### src/rtl/flo_pkg.sv
// flo_pkg
// Shared helpers and default configuration for the leading-one
// detector / normaliser pipeline (flo_norm_pipe).
//   clog2       : ceiling log2 for elaboration-time sizing
//   num_stages  : register stages for a tree of l levels cut every pe levels
//   L, S        : tree levels and register stages for the default N/PIPE_EVERY
//   flo_stage_t : stage register layout for the default widths
package flo_pkg;

  localparam int FLO_N          = 32;
  localparam int FLO_PIPE_EVERY = 2;
  localparam int FLO_EXP_W      = 8;

  function automatic int clog2(input int value);
    int r;
    r = 0;
    for (int i = 0; i < 31; i++) begin
      if ((1 << r) < value) r = r + 1;
    end
    return r;
  endfunction

  function automatic int num_stages(input int l, input int pe);
    return (l + pe - 1) / pe;
  endfunction

  localparam int L = clog2(FLO_N);
  localparam int S = num_stages(L, FLO_PIPE_EVERY);

  typedef struct packed {
    logic                 valid;
    logic [FLO_N-1:0]     word;
    logic [L:0]           cnt;
    logic [FLO_EXP_W-1:0] exp;
  } flo_stage_t;

endpackage

### src/rtl/flo_norm_level.sv
// flo_norm_level
// One combinational level of the normalising shift tree. Level K inspects
// the top N>>(K+1) bits of the working word; if they are all zero the word
// is shifted left by that amount and count bit (L-1-K) is set.
// Ports:
//   word_i / word_o : working word in / out (N bits)
//   cnt_i  / cnt_o  : partial leading-zero count in / out (L+1 bits)
module flo_norm_level #(
  parameter int N = 32,
  parameter int L = 5,
  parameter int K = 0
) (
  input  logic [N-1:0] word_i,
  input  logic [L:0]   cnt_i,
  output logic [N-1:0] word_o,
  output logic [L:0]   cnt_o
);

  localparam int SH = N >> (K + 1);

  always_comb begin
    word_o = word_i;
    cnt_o  = cnt_i;
    if (word_i[N-1 -: SH] == '0) begin
      word_o          = word_i << SH;
      cnt_o[L-1-K]    = 1'b1;
    end
  end

endmodule

### src/rtl/flo_norm_pipe.sv
// flo_norm_pipe
// Pipelined leading-one detector and normaliser. An N-bit unsigned magnitude
// passes through a log2(N)-level shift tree, registered every PIPE_EVERY
// levels, with valid/ready flow control and per-stage bubble collapsing.
// Optional build macro FLO_EXP_ADJ_EN: carries exp_i with each beat and
// produces exp_o = exp_i - cnt_o, clamped to 0 with unf_o on underflow.
// Ports:
//   clk, rst_n           : clock, asynchronous active-low reset
//   in_valid / in_ready  : input handshake, data_i sampled on transfer
//   data_i               : magnitude to normalise
//   exp_i                : input exponent (FLO_EXP_ADJ_EN)
//   out_valid / out_ready: output handshake
//   cnt_o                : leading-zero count 0..N
//   norm_o               : magnitude shifted so its MSB is 1 (0 for zero input)
//   zero_o               : input was zero
//   exp_o, unf_o         : adjusted exponent, underflow (FLO_EXP_ADJ_EN)
module flo_norm_pipe
  import flo_pkg::*;
#(
  parameter int N          = FLO_N,
  parameter int PIPE_EVERY = FLO_PIPE_EVERY,
  parameter int EXP_W      = FLO_EXP_W
) (
  input  logic               clk,
  input  logic               rst_n,
  input  logic               in_valid,
  output logic               in_ready,
  input  logic [N-1:0]       data_i,
`ifdef FLO_EXP_ADJ_EN
  input  logic [EXP_W-1:0]   exp_i,
  output logic [EXP_W-1:0]   exp_o,
  output logic               unf_o,
`endif
  output logic               out_valid,
  input  logic               out_ready,
  output logic [clog2(N):0]  cnt_o,
  output logic [N-1:0]       norm_o,
  output logic               zero_o
);

  localparam int NL = clog2(N);
  localparam int NS = num_stages(NL, PIPE_EVERY);

  // exp/unf stay constant zero when the exponent feature is not built and
  // are trimmed away by synthesis.
  typedef struct packed {
    logic             valid;
    logic [N-1:0]     word;
    logic [NL:0]      cnt;
    logic             zero;
    logic [EXP_W-1:0] exp;
    logic             unf;
  } stage_t;

  stage_t       st    [NS];
  logic [NS:0]  rdy;
  logic [N-1:0] w_in  [NL];
  logic [N-1:0] w_out [NL];
  logic [NL:0]  c_in  [NL];
  logic [NL:0]  c_out [NL];

  // Shift tree; a level starting a new stage reads the previous stage register.
  for (genvar k = 0; k < NL; k++) begin : g_lvl
    if (k == 0) begin : g_src_in
      assign w_in[k] = data_i;
      assign c_in[k] = '0;
    end else if (k % PIPE_EVERY == 0) begin : g_src_reg
      assign w_in[k] = st[k/PIPE_EVERY-1].word;
      assign c_in[k] = st[k/PIPE_EVERY-1].cnt;
    end else begin : g_src_comb
      assign w_in[k] = w_out[k-1];
      assign c_in[k] = c_out[k-1];
    end

    flo_norm_level #(.N(N), .L(NL), .K(k)) u_level (
      .word_i (w_in[k]),
      .cnt_i  (c_in[k]),
      .word_o (w_out[k]),
      .cnt_o  (c_out[k])
    );
  end

  // Bubble-collapsing ready chain: an empty stage accepts regardless of downstream.
  assign rdy[NS]  = out_ready;
  assign in_ready = rdy[0];

  for (genvar j = 0; j < NS; j++) begin : g_stg
    localparam int LAST_LVL = (((j + 1) * PIPE_EVERY < NL) ? (j + 1) * PIPE_EVERY : NL) - 1;

    stage_t           q;
    stage_t           nxt;
    logic             v_in;
    logic [EXP_W-1:0] e_in;

    assign rdy[j] = ~q.valid | rdy[j+1];
    assign st[j]  = q;

    if (j == 0) begin : g_vin_port
      assign v_in = in_valid;
`ifdef FLO_EXP_ADJ_EN
      assign e_in = exp_i;
`else
      assign e_in = '0;
`endif
    end else begin : g_vin_prev
      assign v_in = st[j-1].valid;
      assign e_in = st[j-1].exp;
    end

    if (j == NS - 1) begin : g_final
      // Zero detection and exponent adjust happen before the output register
      // so the outputs come straight from flops.
      logic             msb;
`ifdef FLO_EXP_ADJ_EN
      logic [EXP_W:0]   diff;
      assign diff = {1'b0, e_in} - (EXP_W + 1)'(c_out[NL-1]);
`endif
      assign msb = w_out[NL-1][N-1];

      always_comb begin
        nxt       = '0;
        nxt.valid = v_in;
        nxt.zero  = ~msb;
        if (msb) begin
          nxt.word = w_out[NL-1];
          nxt.cnt  = c_out[NL-1];
`ifdef FLO_EXP_ADJ_EN
          if (diff[EXP_W]) begin
            nxt.unf = 1'b1;
          end else begin
            nxt.exp = diff[EXP_W-1:0];
          end
`endif
        end else begin
          nxt.cnt = (NL + 1)'(N);
        end
      end
    end else begin : g_mid
      always_comb begin
        nxt       = '0;
        nxt.valid = v_in;
        nxt.word  = w_out[LAST_LVL];
        nxt.cnt   = c_out[LAST_LVL];
        nxt.exp   = e_in;
      end
    end

    always_ff @(posedge clk or negedge rst_n) begin
      if (!rst_n) begin
        q <= '0;
      end else if (rdy[j]) begin
        if (v_in) begin
          q <= nxt;
        end else begin
          q.valid <= 1'b0;
        end
      end
    end
  end

  assign out_valid = st[NS-1].valid;
  assign cnt_o     = st[NS-1].cnt;
  assign norm_o    = st[NS-1].word;
  assign zero_o    = st[NS-1].zero;
`ifdef FLO_EXP_ADJ_EN
  assign exp_o     = st[NS-1].exp;
  assign unf_o     = st[NS-1].unf;
`endif

endmodule

### config.mk
export PLATFORM = sky130hd
export DESIGN_NAME = flo_norm_pipe
export DESIGN_NICKNAME = d
export VERILOG_FILES = /design/src/rtl/flo_pkg.sv /design/src/rtl/flo_norm_level.sv /design/src/rtl/flo_norm_pipe.sv
export SDC_FILE = /design/constraint.sdc
export NUM_CORES = 1
export LEC_CHECK = 0
export ABC_AREA = 1
export CAP_MARGIN = 15
export CORE_ASPECT_RATIO = 2
export CORE_MARGIN = 5
export CORE_UTILIZATION = 40
export CTS_BUF_LIST = sky130_fd_sc_hd__clkbuf_4 sky130_fd_sc_hd__clkbuf_8 sky130_fd_sc_hd__clkbuf_16
export DETAILED_ROUTE_END_ITERATION = 6
export HOLD_SLACK_MARGIN = 0.12
export PLACE_DENSITY_LB_ADDON = 0.08
export SLEW_MARGIN = 20
export SYNTH_ARGS = -nofsm -noshare
export SYNTH_HDL_FRONTEND = slang
export SYNTH_SLANG_ARGS = --single-unit
### constraint.sdc
create_clock -name clk -period 4 [get_ports clk]
set_clock_uncertainty 0.05 [all_clocks]
set_input_delay 0.6 -clock clk [delete_from_list [all_inputs] [get_ports clk]]
set_output_delay 0.6 -clock clk [all_outputs]
set_load 0.01 [all_outputs]
# --- Word-level counts from Yosys, hierarchy flattened ---
# Cells that the tools add are included.
totals:
  ff_bits: 112
  in_bits: 36
  output_inout_bits: 41
  elab_cells: 39
classes:
  mux: 15
  bitwise: 7
  n_reduce_logical: 7
op_table:
  columns: ["operator", "count"]
  rows:
  - ["32-bit 2-to-1 mux", 6]
  - ["16-bit zero test", 1]
  - ["8-bit zero test", 1]
  - ["1-bit 2-to-1 mux", 8]
  - ["6-bit 2-to-1 mux", 1]
  - ["2-bit AND reduction", 3]
  - ["4-bit zero test", 1]
  - ["1-bit inverter", 4]
  - ["1-bit bitwise OR", 3]
  - ["2-bit zero test", 1]

# --- Logic depth before layout (Yosys ltp) ---
logic_depth:
  ltp_word: 5
  mapped_depth: 14
  mapped_depth_nobuf: 12

# --- Hierarchy ---
# Synthesis repeated with hierarchy kept, for this count alone.
hier_totals:
  cells_unflattened: 1025
  hier_area_um2: 7046.8
by_module_without_submodules:
  columns: ["mod", "instances", "cells_each", "area_per_inst_um2", "seq_area_each_um2"]
  rows:
  - ["flo_norm_pipe", 1, 505, 4543.1, 2952.8]
  - ["flo_norm_level at g_lvl[0].u_level", 1, 92, 531.8, 0.0]
  - ["flo_norm_level at g_lvl[2].u_level", 1, 106, 526.8, 0.0]
  - ["flo_norm_level at g_lvl[3].u_level", 1, 108, 500.5, 0.0]
  - ["flo_norm_level at g_lvl[1].u_level", 1, 106, 474.2, 0.0]
  - ["flo_norm_level at g_lvl[4].u_level", 1, 108, 470.5, 0.0]

# --- Worst setup path before layout ---
# Ideal clock, no wire load.
synth_path:
  kind: "in2reg"
  start: "in data_i[21]"
  end: "reg g_stg[0].q[32] in the netlist's numbering"
  setup_ns: 0.117
  arrival_time_ns: 1.785
  required_time_ns: 3.833
  slack_ns: 2.048
  stages: 14
  n_path_buf: 2
  cell_sequence: "nor2_1 -> nand2_2 -> nor2_8 -> nand2_4 -> buf_6 -> nand2_2 -> nand2_1 -> nand2_2 -> nor2_8 -> nand2_8 -> buf_6 -> nand2_1 -> nand3_1 -> nand2_1"
synth_between:
  elab_chain_cells: 4
synth_lines:
  columns: ["item", "line_no", "source"]
  rows:
  - ["from (decl)", "flo_norm_pipe.sv:28", "input logic [N-1:0] data_i,"]
  - ["16-bit zero test *", "flo_norm_level.sv:24", "if (word_i[N-1 -: SH] == '0) begin"]
  - ["32-bit 2-to-1 mux *", "flo_norm_level.sv:24", null]
  - ["8-bit zero test", "flo_norm_level.sv:24", null]
  - ["32-bit 2-to-1 mux *", "flo_norm_level.sv:24", null]
  - ["to (signal assigned)", "flo_norm_pipe.sv:153", "q <= nxt;"]
  - ["to (decl)", "flo_norm_pipe.sv:90", "stage_t q;"]
# Mark *: on every way between the ends. The rest lies on a longest branch, timed or not.
# A chain may end at the register's enable or synchronous reset.

# --- Final worst setup path ---
layout_path:
  start: "in out_ready"
  end: "reg g_stg[0].q[22] in the netlist's numbering"
layout_between:
  elab_chain_cells: 4
layout_lines:
  columns: ["item", "line_no", "source"]
  rows:
  - ["from (decl)", "flo_norm_pipe.sv:35", "input logic out_ready,"]
  - ["1-bit bitwise OR (3 in series)", "flo_norm_pipe.sv:95", "assign rdy[j] = ~q.valid | rdy[j+1];"]
  - ["2-bit AND reduction (no line)", null, null]
# No other way between the ends.

==> summary.md <==
| Metric | Value |
|---|---|
| Outcome | finished clean |
| Commonest non-fill, non-tap cell in the layout | nand2_1 |
| # rows | 61 |
| Net count, final | 782 |
| DRT iter0 DRCs | 222 |
| Worst path cell trace | clkdlybuf4s50_1, inv_1, nand2_1, nor2_1, nand2_1, nand2_1, buf_4, clkinv_1, nand2_2, o21ai_0 |
| Final Hold Fails | 0 |
| Slew @ Worst Pin | 1.01 ns |
| Synth Net Count | 729 |
| Post-cts hold buffer count | 0 |
| Die area | 0.0166 mm2 |
| Routability congestion estimate | 0.893 |
| Met1 usage | 21.1% |
| Worst reg2reg path startpoint | out_valid |
| Layout cells sized above 1 | 5.59% |
| Cells after DPL | 924 |
| Core Box Area | 0.0138 mm2 |
| Largest net degree at the start of global routing | 88 |
| Antenna viol nets, final | 0 |
| Met2 Use GR | 32.7% |
| Switching part of the total power | 34.7% |
| Num CTS Buffers | 9 |
| H-tree Lvls | 3 |
| Residual DRC | 0 |
| Seq pwr share | 43.4% |
| Yosys Warn Count | 0 |
| Yosys reg bits | 111 |
| Comb pwr share | 34.3% |
| IO Port Bufs | 76 |
| Pins over their slew limit | 0 |
| Final hold slack | 0.250 ns |
| Max stage delay cell, worst path | clkinv_1 |
| Global route total overflow | 0 |
| Top post-synthesis cells by area | dfrtp_1, nand2_1, o21ai_0 |
| Most frequent cells in the layout | nand2_1, dfrtp_1, clkdlybuf4s50_1, o21ai_0, inv_1 |
| Worst IR drop on VDD | 228 uV |
| I/O pins | 77 |
| Clock power share | 22.4% |
| First-pass GRT wire length | 24300 um |
| Startpoint types | primary input |
| GRT Total Usage | 18.4% |
| Vias in the first global route | 4930 |
| Slew HR | 32.3% |
| P_sw | 1.31 mW |
| Drt pass-1 iters | 4 |
| Max Fanout on Critical Path | 36 |
| Quantity of gates resized following cts | 0 |
| Clock Latency Late Sink | 0.34 ns |
| Max Root-Sink Buffers | 2 |
| Fmax | 359 MHz |
| Dpl cell area | 0.00642 mm2 |
| Die height | 177 um |
| Part of the Yosys area used for sequential elements | 49.8% |
| Vias | 4857 |
| Netlist cell types | 28 |
| Part of the cycle the worst path needs | 69.7% |
| Via-to-Cell Ratio | 5.17 |
| Crit path top cell by count | nand2_1 |
| Postcts setup bufs | 0 |
| Root buf cell | clkbuf_16 |
| Max_cap viols | 0 |
| Starting Density | 40.4% |
| Unrepaired setup endpoints after global routing | no |
| Synth-to-Final Area Change | 20.1% |
| Final WL | 14500 um |
| P_int | 2.47 mW |
| Post-synth top area share | 49.8% |
| HPWL Detailed | 11000 um |
| WL/cell | 15.4 um |
| Sum of negative setup slack | 0 ns |
| Initial antenna violation count | 0 |
| Cell area after layout | 0.00670 mm2 |
| Busiest grt layer | met2 |
| Leading area contributor after synthesis | dfrtp_1 |
| CP Capture Type | flip-flop |
| DIE WIDTH | 93.5 um |
| Power per cell area | 564 mW/mm2 |
| WS Path Type | primary input to flip-flop |
| Synthesized area per cell | 8.06 um2 |
| Min-delay worst type | primary input to async pin |
| ANT cells | 0 |
| CTS Sinks | 111 |
| Mapped cell area | 0.00558 mm2 |
| CP required | 4.17 ns |
| Final worst path period need | 2.79 ns |
| Met3 Track Usage GR | 2.51% |
| Fin cells | 940 |
| CTS tree | done |
| Gate Count Post-Synth | 693 |
| CP Launch Point | out_ready |
| P_leak | 3.27 nW |
| Setup violators final | 0 |
| Worst-path clk slew | 0.07 ns |
| Slowest stage delay, CP | 0.67 ns |
| Critical path data arrival time | 2.95 ns |
==> synthesized netlist by cell type, drive strengths merged <==
| cell | number |
|---|---|
| nand4 | 1 |
| nor2 | 30 |
| o22ai | 2 |
| buf | 16 |
| a22o | 3 |
| mux2i | 2 |
| o21a | 1 |
| o221ai | 29 |
| nand3 | 55 |
| o21ai | 72 |
| a21oi | 28 |
| nand3b | 15 |
| nand2 | 229 |
| o211ai | 4 |
| clkinv | 1 |
| inv | 70 |
| clkbuf | 24 |
| dfrtp | 111 |
==> path summary, 6_finish.rpt <==
kind / slack, ns / depth (start not counted) / endpoint
setup reg to reg: 1.56 / 8 / g_stg[0].q[22]
min in group clk: 0.43 / 2 / c_in[4]
hold reg to reg: 0.43 / 2 / c_in[4]
max in group asynchronous: 2.78 / 2 / g_stg[0].q[16]
hold / removal: 0.25 / 1 / norm_o[31]
setup / recovery: 1.21 / 10 / g_stg[0].q[22]
==> worst max-delay path: cells and delay by family <==
kind            cells  cell delay, ns
compound gates      1            0.12
buf+inv             4            1.43
simple gates        5            0.76
==> sequential cells by signal, indices dropped and copies added (netlist names) <==
signal      count
cnt_o           6
norm_o         32
c_in            6
g_stg.v_in      2
g_stg.q        64
out_valid       1
==> layer usage <==
layer | up-vias | wire, um
met5 | - | 0
met4 | 0 | 593
met3 | 39 | 516
met2 | 123 | 7690
met1 | 2315 | 5670
li1 | 2380 | -
==> power groups by stage <==
stage / registers (mW) / clock network (mW) / logic (mW)
3_3_place_gp: 1.65 / 0 / 1.29
5_1_grt: 1.69 / 0.910 / 1.46
2_1_floorplan: 1.70 / 0 / 0.697
3_5_place_dp: 1.66 / 0 / 1.31
6_report: 1.64 / 0.846 / 1.30
4_1_cts: 1.64 / 0.867 / 1.32
==> stage by stage <==
step / setup WS (ns) / total power [mW] / utilization [%]
floorplan: 2.05 / 2.39 / -
global placement: 0.899 / 2.94 / 46.5
detailed placement: 0.839 / 2.97 / 46.5
CTS: 1.19 / 3.83 / 48.5
global route: 0.862 / 4.06 / 48.5
finish: 1.21 / 3.78 / 48.5
==> logic make-up (layout without fill, tap and decap cells) <==
family                 after synthesis  count (layout)  synth area share, %
muxes                                2               2                0.359
buffers and inverters              111             169                 8.34
DFF                                111             111                 49.8
and+or+nand+nor                    330             330                 26.7
AOI/OAI and AO/OA                  139             139                 14.9
==> area by class of cell <==
type / count / area, um2
Multi-Input combinational cell: 471 / 2340
Inverter: 71 / 267
Tap cell: 189 / 236
Clock buffer: 10 / 233
Timing Repair Buffer: 82 / 807
Fill cell: 1382 / 7110
Sequential cell: 111 / 2780
Clock inverter: 6 / 43.8
No activity file was read; power rests on OpenSTA's default activity.
